File: config.mk
export PLATFORM = sky130hd
export DESIGN_NAME = fir_coef_sched
export DESIGN_NICKNAME = d
export VERILOG_FILES = /design/src/rtl/fir_coef_sched.sv
export SDC_FILE = /design/constraint.sdc
export NUM_CORES = 1
export LEC_CHECK = 0
export CAP_MARGIN = 5
export CORE_ASPECT_RATIO = 0.5
export CORE_UTILIZATION = 30
export CTS_CLUSTER_DIAMETER = 80
export CTS_CLUSTER_SIZE = 20
export DETAILED_ROUTE_END_ITERATION = 7
export GPL_ROUTABILITY_DRIVEN = 0
export PLACE_DENSITY_LB_ADDON = 0.05
export SLEW_MARGIN = 20
export SYNTH_ARGS = -nofsm -noshare
export SYNTH_HDL_FRONTEND = slang
export SYNTH_SLANG_ARGS = --single-unit
File: constraint.sdc
create_clock -name sys_clk -period 11.9 [get_ports sys_clk]
set_input_delay 1.785 -clock sys_clk [delete_from_list [all_inputs] [get_ports sys_clk]]
set_output_delay 1.785 -clock sys_clk [all_outputs]
set_load 0.02 [all_outputs]
File: src/rtl/fir_coef_sched.sv
// fir_coef_sched: double-buffered coefficient scheduler for the folded 15-tap FIR.
// Host writes land in a shadow bank; a commit arms a swap that copies the shadow
// bank into the active bank (coef_bus) on the next sample strobe, so a coefficient
// update never tears a sample.
// Optional feature: define FIR_COEF_FLUSH_EN to add a FLUSH state that holds
// filt_flush high for FLUSH_LEN sample strobes after every swap.
//
// Handshake: a write transfers on a rising sys_clk edge where wr_valid && wr_ready;
// wr_ready is registered and low outside IDLE, and a write offered while it is low
// is neither stored nor flagged (the host retries).
module fir_coef_sched #(
  parameter int WIDTH     = 18,
  parameter int NCOEF     = 8,
  parameter int AW        = 3,
  parameter int FLUSH_LEN = 15
) (
  input  logic                   sys_clk,
  input  logic                   reset,
  input  logic                   sam_clk_en,
  input  logic                   wr_valid,
  output logic                   wr_ready,
  input  logic [AW-1:0]          wr_addr,
  input  logic [WIDTH-1:0]       wr_data,
  input  logic                   commit,
  input  logic                   err_clr,
  output logic [NCOEF*WIDTH-1:0] coef_bus,
  output logic                   filt_flush,
  output logic                   busy,
  output logic                   swap_done,
  output logic                   bank_id,
  output logic [1:0]             err,
  output logic [1:0]             state_dbg
);

`ifdef FIR_COEF_FLUSH_EN
  typedef enum logic [1:0] {S_IDLE = 2'd0, S_ARMED = 2'd1, S_FLUSH = 2'd2} state_t;
  localparam int CW = $clog2(FLUSH_LEN + 1);
  logic [CW-1:0] cnt_q, cnt_d;
  logic          flush_q;
`else
  typedef enum logic [1:0] {S_IDLE = 2'd0, S_ARMED = 2'd1} state_t;
`endif

  state_t                   state_q, state_d;
  logic [NCOEF*WIDTH-1:0]   shadow_q, shadow_d;
  logic [NCOEF*WIDTH-1:0]   active_q, active_d;
  logic                     bank_q, bank_d;
  logic                     swap_q, swap_d;
  logic [1:0]               err_q, err_d;
  logic                     wr_ready_q, busy_q;

  // Next-state, bank updates and sticky error bits; a new error beats err_clr.
  always_comb begin
    state_d  = state_q;
    shadow_d = shadow_q;
    active_d = active_q;
    bank_d   = bank_q;
    swap_d   = 1'b0;
    err_d    = err_clr ? 2'b00 : err_q;
`ifdef FIR_COEF_FLUSH_EN
    cnt_d    = cnt_q;
`endif
    case (state_q)
      S_IDLE: begin
        if (wr_valid) begin
          if (int'(wr_addr) < NCOEF) begin
            for (int i = 0; i < NCOEF; i++) begin
              if (wr_addr == AW'(i)) shadow_d[i*WIDTH +: WIDTH] = wr_data;
            end
          end else begin
            err_d[0] = 1'b1;
          end
        end
        // The strobe of this same cycle is deliberately not used for the swap.
        if (commit) state_d = S_ARMED;
      end
      S_ARMED: begin
        if (commit) err_d[1] = 1'b1;
        if (sam_clk_en) begin
          active_d = shadow_q;
          bank_d   = ~bank_q;
          swap_d   = 1'b1;
`ifdef FIR_COEF_FLUSH_EN
          state_d  = S_FLUSH;
          cnt_d    = '0;
`else
          state_d  = S_IDLE;
`endif
        end
      end
`ifdef FIR_COEF_FLUSH_EN
      S_FLUSH: begin
        if (commit) err_d[1] = 1'b1;
        if (sam_clk_en) begin
          if (cnt_q == CW'(FLUSH_LEN - 1)) begin
            state_d = S_IDLE;
            cnt_d   = '0;
          end else begin
            cnt_d = cnt_q + 1'b1;
          end
        end
      end
`endif
      default: state_d = S_IDLE;
    endcase
  end

  // State and bank registers; status outputs are registered from the next state.
  always_ff @(posedge sys_clk or posedge reset) begin
    if (reset) begin
      state_q    <= S_IDLE;
      shadow_q   <= '0;
      active_q   <= '0;
      bank_q     <= 1'b0;
      swap_q     <= 1'b0;
      err_q      <= 2'b00;
      wr_ready_q <= 1'b1;
      busy_q     <= 1'b0;
`ifdef FIR_COEF_FLUSH_EN
      cnt_q      <= '0;
      flush_q    <= 1'b0;
`endif
    end else begin
      state_q    <= state_d;
      shadow_q   <= shadow_d;
      active_q   <= active_d;
      bank_q     <= bank_d;
      swap_q     <= swap_d;
      err_q      <= err_d;
      wr_ready_q <= (state_d == S_IDLE);
      busy_q     <= (state_d != S_IDLE);
`ifdef FIR_COEF_FLUSH_EN
      cnt_q      <= cnt_d;
      flush_q    <= (state_d == S_FLUSH);
`endif
    end
  end

  assign coef_bus  = active_q;
  assign wr_ready  = wr_ready_q;
  assign busy      = busy_q;
  assign swap_done = swap_q;
  assign bank_id   = bank_q;
  assign err       = err_q;
  assign state_dbg = state_q;
`ifdef FIR_COEF_FLUSH_EN
  assign filt_flush = flush_q;
`else
  assign filt_flush = 1'b0;
`endif

endmodule

# ---- Yosys cells after proc, flatten, opt, wreduce, memory -nomap -nowiden
# Index checks and enable logic that the tools add are counted.
dict set report classes {
  n_mux 8
  eq_ne 8
  bitwise 1
  reduce_logical 13
}
# cell n
set ops {}
lappend ops {{AND reduction 3 bit} 8}
lappend ops {{equality test 3 bit, second input constant} 4}
lappend ops {{equality test 3 x 2 -> 1 bit, second input constant} 2}
lappend ops {{2-to-1 mux 2 bit} 3}
lappend ops {{zero test 2 bit} 2}
lappend ops {{2-to-1 mux 1 bit} 4}
lappend ops {{one-hot mux 2 bit (2 select lines)} 1}
lappend ops {{equality test 3 x 1 -> 1 bit, second input constant} 1}
lappend ops {{zero test 3 bit} 1}
lappend ops {{equality test 2 x 1 -> 1 bit, second input constant} 1}
lappend ops {{AND reduction 2 bit} 1}
lappend ops {{nonzero test 2 bit} 1}
lappend ops {{inverter 1 bit} 1}
dict set report word_totals {
  register_bits 295
  wordCells 45
}

# ---- Depth between registers and ports, before layout
dict set report depth {
  depth_word 3
  mapped_depth 6
}

# ---- Least setup slack after synthesis
# Ideal clock, no wire load.
dict set report synth_timing {
  path_type {in2reg}
  from {in wr_addr[1]}
  to {reg shadow_q[36]}
  arrival_time_ps 3310
  path_buffers 3
  cell_stages 6
  setup_time_ps 125
  slack_ps 8465
  cell_sequence {or3b_1 > buf_2 > or4b_1 > buf_6 > buf_8 > mux2_4}
}
dict set report synth_between {
  elab_chain_cells 2
}
# element line
set synth_lines {}
lappend synth_lines {{from (decl)} 22} ;# input logic [AW-1:0] wr_addr,
lappend synth_lines {{equality test 3 x 2 -> 1 bit} 68} ;# if (wr_addr == AW'(i)) shadow_d[i*WIDTH +: WIDTH] = wr_data;
lappend synth_lines {{AND reduction 3 bit (no source line)} -}
lappend synth_lines {{to (signal assigned)} 125} ;# shadow_q <= shadow_d;
lappend synth_lines {{to (decl)} 45} ;# logic [NCOEF*WIDTH-1:0] shadow_q, shadow_d;
# No other way between the ends.
# A chain may end at the register's enable or synchronous reset.

# ---- Worst setup path in the final report
# Ends and elaborated chain as after synthesis.

==> flow_summary_export.csv <==
group,metric,value,unit
run_status,status,"completed",
sta,setup_violations,0,
sta,period_needed,3.81,ns
setup_path,cp.required,12.30,ns
cts,htreeDepth,1,
sta,worst_pin_slew,1.10,ns
cts,clkTransAtPathRegs,0.09,ns
final_layout,multi_input_area,3490,µm²
cts,cts_resized,0,
cts,clkSinkCount,295,
cts,worstSkewPairLatency,0.52,ns
final_layout,final_common_cell,"dfrtp_1",
cts,cts_tree,"done",
setup_path,end_kind,"flop",
drt,first_pass_iters,6,
final_layout,final_util,38.5,%
synth,synthesis.area,11000,µm²
floorplanning,die_h,138,µm
synth,async_flop_share,100,%
drt,vias,5801,
power,irDropWorstVdd,0.0787,mV
floorplanning,initial_core_util,30.6,%
global_routing,grt_pass1_wl,39.2,mm
placed_design,numPortBuffers,177,
global_routing,grt.overflow.total,0,
placed_design,hpwl,16.1,mm
sta,maxSlewHeadroom,26.5,%
synth,avgSynthCellArea,17.3,µm²
sta,clock.fmax,263,MHz
placed_design,preCtsSetupSlack,7.52,ns
sta,rsz0062_at_grt,"false",
final_layout,area_delta_synth_final,25.7,%
synth,yosys_most_used_dff,"dfrtp_1",
synth,yosys.area.top_type,"dfrtp_1",
floorplanning,die_w,273,µm
floorplanning,core,36000,µm²
sta,finalCritPeriodShare,32.0,%
cts,cts_root_buffer,"clkbuf_16",
drt,drtAntennaViolNets,0,
cts,hold_buffers,0,
final_layout,seqCellArea,7380,µm²
sta,worst_hold_slack,0.469,ns
sta,hold_violations,0,
synth,ys_ff_latch,295,
final_layout,diodes,0,
sta,setup_slack,8.09,ns
synth,ys_top_cells_by_area,"dfrtp_1, mux2_2, mux2_4",
drt,avgViaCountPerCell,4.43,
global_routing,grt_max_degree,96,
sta,clock_skew,0.0117,ns
sta,fin_setup_tns,0,ns
floorplanning,ios,180,
synth,yosysUniqueCellTypes,26,
setup_path,path_class,"in -> reg",
floorplanning,rows,49,
global_routing,antenna_found_initial,0,
synth,synth_edf_count,0,
synth,ys_warn_count,0,
synth,synthCells,639,
setup_path,cp_max_fo,18,
cts,cts_made_buffers,18,
drt,drc,0,
drt,wl,25.9,mm
power,p_leak,6.08,nW
setup_path,crit_arrival,4.21,ns
cts,cts_setup_buffers,0,
final_layout,final_cell_mix,"dfrtp_1, mux2_2, clkdlybuf4s50_1, mux2_4, clkbuf_16",
global_routing,gr-usage-all-layers,14.0,%
floorplanning,dieArea,37600,µm²
synth,ys_seq_area_share,66.9,%
synth,synth_top_cell_area_share,66.7,%
final_layout,final_nets,847,
drt,avgRoutedWirePerCell,19.8,µm
final_layout,fillCellCount,3434,
power,power_density,219,nW/µm²
flow_run,cap_violations,0,
worst_hold_path,min-delay-path-class,"reg -> reg",
final_layout,layout-drive-gt1-share,39.9,%
cts,cts.path.max_buffers,3,
drt,first_iter_violations,181,
sta,slew_violations,0,
global_routing,grt_pass1_vias,6223,
setup_path,crit_path_start_kind,"input pin",
[where the power goes]
group	switching [W]	internal, W
clock	0.000339	0.000292
combinational	0.000426	0.000532
sequential	0.000152	0.00130
total	0.000917	0.00212
[state kept, by name, summed over array words and instances, names as in the netlist]
register,flops
bank_id,1
shadow_q,144
swap_done,1
busy,1
err,1
state_dbg,2
wr_ready,1
coef_bus,144
[metrics by stage]
step | cell area, µm² | power (W) | std cells
floorplan | 11000 | 0.00196 | 641
global placement | 13400 | 0.00244 | 1283
detailed placement | 13400 | 0.00246 | 1283
CTS | 13900 | 0.00311 | 1308
global route | 13900 | 0.00322 | 1309
finish | 13900 | 0.00304 | 1309
[layout make-up]
cell class / instances / area share (%)
flip-flops and latches: 295 / 53.2
multi-input cells: 313 / 25.2
clock buffers: 24 / 3.56
inverters: 3 / 0.135
well taps: 484 / 4.37
clock inverters: 1 / 0.0541
repair buffers: 189 / 13.5
[per-layer routing]
layer	GRT usage, %	routed length, µm
met2	24.8	13400
met3	2.63	805
met1	18.0	11400
met4	2.27	334
met5	0	0
[cells in the mapped netlist, types with 2 or more instances]
cell / n
dfrtp_1: 294
buf_2: 7
nor2_2: 4
buf_6: 3
inv_1: 3
a21oi_1: 2
mux2_4: 20
or4b_1: 2
buf_4: 4
nand2_1: 2
nor3_2: 2
clkbuf_1: 15
mux2_2: 268
[cells by family (layout without fill, tap and decap cells)]
family | after synthesis | in the layout | synth area share, %
DFF | 295 | 295 | 66.9
muxes | 288 | 288 | 30.1
buffers and inverters | 33 | 217 | 1.64
and+or+nand+nor | 18 | 18 | 1.15
AOI/OAI and AO/OA | 3 | 3 | 0.136
other | 1 | 3 | 0.0340
xor gates and xnor gates | 1 | 1 | 0.0794
[worst paths after layout]
check	start	endpoint	slack [ns]	cells after the start
min in group asynchronous	reset	shadow_q[34]$_DFFE_PP0P_	1.79	2
min reg2reg	bank_id$_DFFE_PP0P_	bank_id$_DFFE_PP0P_	0.47	1
max in group asynchronous	reset	coef_bus[56]$_DFFE_PP0P_	8.65	3
max	wr_addr[1]	shadow_q[36]$_DFFE_PP0P_	8.09	4
max reg2reg	state_dbg[1]$_DFF_PP0_	coef_bus[132]$_DFFE_PP0P_	9.30	4
min	bank_id$_DFFE_PP0P_	bank_id$_DFFE_PP0P_	0.47	1
[critical path, cell delays in order]
cell and delay (ns):
clkdlybuf4s50_1 0.47, or3b_1 0.46, or4b_1 1.00, mux2_4 0.48
(Power assumes the default switching activity.)
